--- config.mk ---
export PLATFORM = sky130hd
export DESIGN_NAME = hazard_stall_ctrl
export DESIGN_NICKNAME = d
export VERILOG_FILES = /design/src/rtl/cpu_pkg.sv /design/src/rtl/md_busy_counter.sv /design/src/rtl/hazard_stall_ctrl.sv
export SDC_FILE = /design/constraint.sdc
export NUM_CORES = 1
export LEC_CHECK = 0
export BUFFER_PORTS_ARGS = -buffer_cell sky130_fd_sc_hd__buf_4
export CORE_MARGIN = 2
export CORE_UTILIZATION = 52
export DETAILED_ROUTE_END_ITERATION = 8
export PLACE_DENSITY_LB_ADDON = 0.2
export SETUP_SLACK_MARGIN = 0.3
export SLEW_MARGIN = 10
export SYNTH_ARGS = -nofsm -noshare
export SYNTH_HDL_FRONTEND = slang
export SYNTH_SLANG_ARGS = --single-unit
--- constraint.sdc ---
create_clock -name clk -period 5.9 [get_ports clk]
set_input_delay 0 -clock clk [delete_from_list [all_inputs] [get_ports clk]]
set_output_delay 0 -clock clk [all_outputs]
set_load 0.01 [all_outputs]
--- src/rtl/cpu_pkg.sv ---
// Shared constants and Tuse/Tnew helpers for the five-stage MIPS core.
// The hazard check below is used once per source operand and pipeline stage.
package cpu_pkg;

  localparam int unsigned MULT_CYCLES_DEF = 5;
  localparam int unsigned DIV_CYCLES_DEF  = 10;
  localparam logic [31:0] EXC_HANDLER_PC  = 32'h0000_4180;
  localparam logic [31:0] RESET_PC        = 32'h0000_3000;

  typedef logic [1:0] tuse_t;
  localparam tuse_t TUSE_NONE = 2'd3;

  // A TUSE_NONE operand can never stall: tnew is at most 3, and 3 is not greater than 3.
  function automatic logic reg_hazard(input logic [4:0] src, input tuse_t tuse,
                                      input logic [4:0] a3, input tuse_t tnew);
    return (src != 5'd0) && (a3 == src) && (tnew > tuse);
  endfunction

endpackage

--- src/rtl/md_busy_counter.sv ---
// Busy countdown for the multiply/divide unit, loaded when an md op issues from E.
// The issue cycle itself reports busy.
module md_busy_counter
  import cpu_pkg::*;
#(
  parameter int unsigned MULT_CYCLES = MULT_CYCLES_DEF,
  parameter int unsigned DIV_CYCLES  = DIV_CYCLES_DEF,
  parameter int unsigned CNT_W       = 4
) (
  input  logic             clk,
  input  logic             reset,
  input  logic             start,
  input  logic             is_div,
  input  logic             req,
  output logic             busy,
  output logic [CNT_W-1:0] count
);

  logic [CNT_W-1:0] count_q;
  logic [CNT_W-1:0] count_d;

  // A start alongside Req belongs to a squashed instruction; an older countdown keeps running.
  always_comb begin
    count_d = count_q;
    if (start && !req) begin
      count_d = is_div ? CNT_W'(DIV_CYCLES) : CNT_W'(MULT_CYCLES);
    end else if (count_q != '0) begin
      count_d = count_q - 1'b1;
    end
  end

  always_ff @(posedge clk) begin
    if (reset) begin
      count_q <= '0;
    end else begin
      count_q <= count_d;
    end
  end

  assign busy  = start | (count_q != '0);
  assign count = count_q;

endmodule

--- src/rtl/hazard_stall_ctrl.sv ---
// Stall/bubble decision for the D/E pipeline registers from Tuse/Tnew hazards and
// md-unit occupancy; an exception request overrides any stall.
module hazard_stall_ctrl
  import cpu_pkg::*;
#(
  parameter int unsigned MULT_CYCLES = MULT_CYCLES_DEF,
  parameter int unsigned DIV_CYCLES  = DIV_CYCLES_DEF,
  parameter int unsigned CNT_W       = 4,
  parameter int unsigned PERF_W      = 16
) (
  input  logic              clk,
  input  logic              reset,
  input  logic [4:0]        D_rs,
  input  logic [4:0]        D_rt,
  input  logic [1:0]        D_tuse_rs,
  input  logic [1:0]        D_tuse_rt,
  input  logic              D_is_md,
  input  logic [4:0]        E_A3,
  input  logic [1:0]        E_tnew,
  input  logic [4:0]        M_A3,
  input  logic [1:0]        M_tnew,
  input  logic              E_md_start,
  input  logic              E_md_div,
  input  logic              Req,
  output logic              D_stall,
  output logic              E_flush,
  output logic              md_busy,
  output logic [CNT_W-1:0]  md_count,
  output logic [PERF_W-1:0] stall_cycles
);

  logic              stall_rs;
  logic              stall_rt;
  logic              stall_md;
  logic              stall;
  logic [PERF_W-1:0] stall_cycles_q;
  logic [PERF_W-1:0] stall_cycles_d;

  md_busy_counter #(
    .MULT_CYCLES (MULT_CYCLES),
    .DIV_CYCLES  (DIV_CYCLES),
    .CNT_W       (CNT_W)
  ) u_md_busy_counter (
    .clk    (clk),
    .reset  (reset),
    .start  (E_md_start),
    .is_div (E_md_div),
    .req    (Req),
    .busy   (md_busy),
    .count  (md_count)
  );

  always_comb begin
    stall_rs = reg_hazard(D_rs, D_tuse_rs, E_A3, E_tnew) |
               reg_hazard(D_rs, D_tuse_rs, M_A3, M_tnew);
    stall_rt = reg_hazard(D_rt, D_tuse_rt, E_A3, E_tnew) |
               reg_hazard(D_rt, D_tuse_rt, M_A3, M_tnew);
    stall_md = D_is_md & md_busy;
    stall    = stall_rs | stall_rt | stall_md;
    D_stall  = stall & ~Req;
    E_flush  = stall & ~Req;
  end

  // Saturate instead of wrapping so a long run never reports a tiny stall count.
  always_comb begin
    stall_cycles_d = stall_cycles_q;
    if (D_stall && (stall_cycles_q != '1)) begin
      stall_cycles_d = stall_cycles_q + 1'b1;
    end
  end

  always_ff @(posedge clk) begin
    if (reset) begin
      stall_cycles_q <= '0;
    end else begin
      stall_cycles_q <= stall_cycles_d;
    end
  end

  assign stall_cycles = stall_cycles_q;

endmodule

==> results.txt, run 1 <==
RSZ-0062 raised after global routing: false
Yosys reg bits: 20
clock latency at the later pin of the worst-skew pair: 290 ps
Clock Skews: 11.86 ps
Crit path required time: 6140 ps
DRC: 0
register area share after synthesis: 27.52%
Initial Util: 53.69%
first-pass GRT wire length: 6.065 mm
share of cells above drive strength 1: 26.05%
sequential power share: 39.8%
FFs w/ async S/R, synth: 0%
sw power: 0.0001511 W
most frequent cells in the layout: 56 x buf_4, 20 x dfxtp_1, 19 x a21oi_1, 19 x xnor2_1, 14 x nand2_1
gpl congestion: 0.7974
Slew @ Worst Pin: 540.8 ps
most common cell after layout, fill and taps aside: buf_4
Clk pin slew, worst setup/hold paths: 110 ps
Worst Path Arrival: 2470 ps
Tmin final: 2236 ps
root buffer cell: clkbuf_4
setup TNS: 0 ps
status: complete, no violations
WHS Endpoint: stall_cycles[10]
Leakage Power: 0.7868 nW
Die Area: 3238 um2
Clock power frac: 14.6%
antenna violations before repair: 0
Post-DP HPWL: 2.948 mm
gr ovfl total: 0
Worst path max stage delay: 500 ps
Slew headroom: 63.87%
Max-cap violations: 0
Reg2Reg Setup Slack: 3660 ps
Critical Path End Type: register
Fin. Hold Viols: 0
num rows: 19
pwr dens: 218.9 nW/um2
via count: 1,483
syn avg cell area: 7.995 um2
drt wl/cell: 13.29 um
Clock Path Buffers: 2
TritonCTS buffer count: 3
top cell type's share of synthesized area: 27.52%
FF-to-FF End: stall_cycles[11]
WL final: 3.576 mm
GRT Total Usage: 23.11%
Final Cycle Share: 37.90%
# setup viols final: 0
Die X: 56.90 um
DR vias/cell: 5.513
worst reg2reg path depth: 8
Worst R2R Start: u_md_busy_counter.count[0]
PortBufs: 56
sw frac: 35.84%
Internal: 0.0002706 W
cell count after synthesis: 182
mapped cell area: 1455 um2
CP Cell Sequence: inv_1, ha_1, nor3b_1, nand2b_1, nand3b_1, a31o_1, or4_1, a21oi_1
Worst Hold Class: in2reg
Startpoint Class: register
Initial DRC Count: 40
hold_ws: 16.19 ps
Synth area leader: dfxtp_1
Max Clock Freq: 0.4472 GHz
top cells by area, synth: dfxtp_1 28%, xnor2_1 11%, ha_1 9.5%
setup bufs post-CTS: 0
synth-to-layout area growth: 32.42%
H-tree levels: 1
TritonRoute pass-1 iters: 4
antenna cells: 0
core footprint: 2710 um2
synth warn: 0
worst-path maximum fanout: 14
WHS Path Cells: 2
critical hold path startpoint: reset
Post-Syn Nets: 227
Sink Count: 20
Antenna Nets Post-Route: 0
Main synth FF type: dfxtp_1
die height: 56.90 um
Comb power frac: 45.6%
number of flops mapped to enable cells by yosys: 0
CTS tree: yes
nets@finish: 285
WS Path Type: reg2reg
Yosys cell types: 37
cell at the slowest stage of the critical path: or4_1
vias in the first global route: 1,438
Max rail drop VDD: 0.0003179 V
Final Max Slew Viols: 0
largest net degree at the start of global routing: 21
Ports: 57
## worst max path at each step
stage                               startpoint               end  cells past startpoint
global route                   stall_cycles[3]   stall_cycles[9]                      7
global placement               stall_cycles[3]  stall_cycles[13]                      7
finish              u_md_busy_counter.count[0]  stall_cycles[11]                      8
CTS                 u_md_busy_counter.count[0]  stall_cycles[11]                      8
floorplan           u_md_busy_counter.count[0]  stall_cycles[11]                      8
detailed placement                D_tuse_rs[1]  stall_cycles[11]                     10
## flip-flops by register name, summed over array words and instances, names as in the netlist
register	flops
stall_cycles	16
u_md_busy_counter.count	4
## power by group through the flow
stage          Combinational [W]  Sequential [W]  Clock (W)
4_1_cts                 0.000194        0.000168  0.0000638
2_1_floorplan           0.000110        0.000174          0
3_3_place_gp            0.000183        0.000169          0
6_report                0.000192        0.000168  0.0000617
5_1_grt                 0.000212        0.000170  0.0000682
3_5_place_dp            0.000192        0.000171          0
## cells by family (layout without fill, tap and decap cells)
kind of cell    count (synthesis)  count (layout)  synth area share [%]
fa+ha+maj                      11              11                 9.458
buf+inv                        16              72                 4.471
mux                             1               1                0.6879
flops                          20              20                 27.51
xor+xnor                       25              25                 15.05
compound gates                 44              44                 18.14
simple gates                   65              65                 24.68
## worst max-delay path: cells and delay by family (launching register included)
family,cells,cell delay (ps)
buf+inv,1,80
fa+ha+maj,1,190
simple gates,4,980
flops,1,410
compound gates,2,520
## cell type report
type                    instances  area (um2)
repair buffers                 57       430.4
clock buffers                   3       22.52
multi-input cells             146       989.7
well taps                      31       38.79
flip-flops and latches         20       400.4
fillers                       231       783.3
inverters                      12       45.04
## per-stage QoR
step	cell area [um2]	utilization, %	setup slack (ps)	cells	power [W]
CTS	1927	71.10	3668	269	0.0004260
finish	1927	71.10	3664	269	0.0004218
global route	1927	71.10	3509	269	0.0004504
floorplan	1455	-	3859	182	0.0002841
global placement	1894	69.90	3783	265	0.0003519
detailed placement	1894	69.90	3706	265	0.0003636
## synth_stat cells, types with 3 or more instances
library cell	instances
nor2b_1	3
nor2_1	11
nand3_1	7
inv_1	12
o31ai_1	4
a21oi_1	19
nand2_1	14
or4_1	4
dfxtp_1	20
xnor2_1	19
xor2_1	6
or3_1	8
nor3_1	3
nand4_1	5
ha_1	11
o21ai_0	8
## per-layer routing
layer,vias up,wire (um),track usage [%]
met4,0,15,4.651
li1,773,-,-
met3,2,153,4.839
met1,677,1584,28.21
met2,31,1822,41.71
met5,-,0,0
## what timing repair did
action,CTS,global route
endpoints found under the hold margin,2,0
resized for setup,0,0
hold buffers,1,0
(Power assumes the default switching activity.)
==> inputs of run 2 (changes only) <==
--- a/config.mk
+++ b/config.mk
@@ -7,7 +7,7 @@
 export LEC_CHECK = 0
 export BUFFER_PORTS_ARGS = -buffer_cell sky130_fd_sc_hd__buf_4
 export CORE_MARGIN = 2
-export CORE_UTILIZATION = 52
+export CORE_UTILIZATION = 48
 export DETAILED_ROUTE_END_ITERATION = 8
 export PLACE_DENSITY_LB_ADDON = 0.2
 export SETUP_SLACK_MARGIN = 0.3
==> constraint.sdc (replaced) <==
create_clock -name clk -period 2.16 [get_ports clk]
set_input_delay 0 -clock clk [delete_from_list [all_inputs] [get_ports clk]]
set_output_delay 0 -clock clk [all_outputs]
set_load 0.01 [all_outputs]
==> results.txt, run 2 (synthesis gave the netlist of run 1 again) <==
Largest register FFs: 16
Startpoint Class: register
Max-cap violations: 0
Reg2Reg Setup Slack: 240 ps
Ports: 57
first-pass GRT wire length: 6.147 mm
share of cells above drive strength 1: 35.06%
vias in the first global route: 1,395
worst-path maximum fanout: 8
H-tree levels: 1
Max rail drop VDD: 0.0003188 V
CP Launch Point: u_md_busy_counter.count[1]
gr ovfl total: 0
Die Area: 3488 um2
root buffer cell: clkbuf_4
Post-Layout Cell Count: 282
Slew headroom: 72.15%
Critical Path End Type: register
# setup viols final: 0
Initial Util: 51.44%
Leakage Power: 0.8564 nW
Clock Skews: 3.818 ps
Max Clock Freq: 0.5195 GHz
Comb power frac: 49.8%
sw power: 0.0004577 W
delay-heaviest family, CP: simple AND/OR/NAND/NOR gates
Internal: 0.0008423 W
core footprint: 2829 um2
WHS Endpoint: u_md_busy_counter.count[1]
RSZ-0062 raised after global routing: true
nets@finish: 297
antenna violations before repair: 0
synth-to-layout area growth: 43.42%
num rows: 19
Slew @ Worst Pin: 415.0 ps
most frequent cells in the layout: 67 x buf_4, 19 x a21oi_1, 19 x xnor2_1
pwr dens: 622.9 nW/um2
Initial DRC Count: 56
Die X: 59.06 um
Crit path required time: 2410 ps
PortBufs: 56
WS Path Type: reg2reg
Final Cycle Share: 89.12%
Post-DP HPWL: 2.723 mm
Clock power frac: 14.4%
Worst Hold Class: in2reg
clock latency at the later pin of the worst-skew pair: 310 ps
DR vias/cell: 5.504
sequential power share: 35.7%
cell at the slowest stage of the critical path: or4_1
die height: 59.06 um
TritonCTS buffer count: 3
GRT Total Usage: 22.90%
DRC: 0
TritonRoute pass-1 iters: 4
Pwr Total: 0.001300 W
antenna cells: 0
via count: 1,552
gpl congestion: 0.8067
Fin. Hold Viols: 0
worst reg2reg path depth: 8
Antenna Nets Post-Route: 0
Worst R2R Start: u_md_busy_counter.count[1]
CP Cell Sequence: inv_2, ha_2, nor3b_4, nand2b_1, nand3b_1, a31o_4, or4_1, a21oi_1
Inst Count DP: 267
Clk pin slew, worst setup/hold paths: 110 ps
FF-to-FF End: stall_cycles[11]
most common cell after layout, fill and taps aside: buf_4
drt wl/cell: 13.33 um
Critical path buffers and inverters: 1
Tmin final: 1925 ps
CTS tree: yes
status: complete, no violations
WL final: 3.760 mm
largest net degree at the start of global routing: 21
sw frac: 35.21%
Clock Path Buffers: 2
critical hold path startpoint: E_md_start
Worst Path Arrival: 2170 ps
WHS Path Cells: 4
Sink Count: 20
Worst path max stage delay: 470 ps
Final Max Slew Viols: 0
## run 2: cell count changes in the layout (fill, tap and decap cells not counted), moves of 2 or more
cell and change:
dfxtp_4 +4, a31o_4 +2, inv_1 -2, dfxtp_1 -7
inv_2 +2, dfxtp_2 +3, buf_4 +11
## run 2: per-layer routing
| layer | track usage [%] | part of all wire (%) | vias to the layer above |
|---|---|---|---|
| li1 | - | - | 792 |
| met1 | 30.32 | 46 | 727 |
| met2 | 39.05 | 50 | 31 |
| met3 | 4.148 | 4.1 | 2 |
| met4 | 4.545 | 0.24 | 0 |
| met5 | 0 | 0 | - |
## run 2: area by class of cell
class	count	area, um2
repair buffers	69	523.0
clock buffers	3	22.52
flip-flops and latches	20	419.2
inverters	12	45.04
multi-input cells	146	1035
fillers	236	742.0
well taps	31	38.79
clock inverters	1	3.754
## run 2: how the worst max path moves through the flow
stage                  endpoint  cells after the start
2_1_floorplan   stall_cycles[3]                      9
3_3_place_gp   stall_cycles[11]                     10
3_5_place_dp   stall_cycles[11]                     10
4_1_cts        stall_cycles[10]                      8
5_1_grt        stall_cycles[11]                      8
6_report       stall_cycles[11]                      8
## run 2: stage by stage
step | setup slack, ps | utilization (%) | area, um2 | hold WS [ps] | setup TNS (ps)
final | 235.1 | 73.77 | 2087 | 24.28 | 0
after global routing | 177.1 | 73.77 | 2087 | 54.47 | 0
after CTS | 226.8 | 72.62 | 2054 | 21.14 | 0
after detailed placement | -18.71 | 68.38 | 1934 | 314.5 | -18.71
after global placement | 19.58 | 68.38 | 1934 | 294.1 | 0
after floorplan | 261.5 | - | 1486 | 148.2 | 0
## run 2: tightest hold or removal path: stages
cell	delay (ps)
buf_4	90
nand2b_1	80
nand2_1	80
a21oi_1	60
## run 2: power groups by stage
stage / Sequential, W / Clock, W / Combinational, W
4_1_cts: 0.000464 / 0.000194 / 0.000642
2_1_floorplan: 0.000497 / 0 / 0.000326
3_3_place_gp: 0.000484 / 0 / 0.000534
5_1_grt: 0.000470 / 0.000207 / 0.000718
3_5_place_dp: 0.000485 / 0 / 0.000543
6_report: 0.000464 / 0.000188 / 0.000648
## run 2: timing repair
item                                   in CTS  in global routing
setup endpoints to repair                  12                 16
hold buffers                                2                  0
buffers inserted                            7                  2
resized for setup                           9                  3
endpoints found under the hold margin       6                  0
pin swaps                                   8                  9
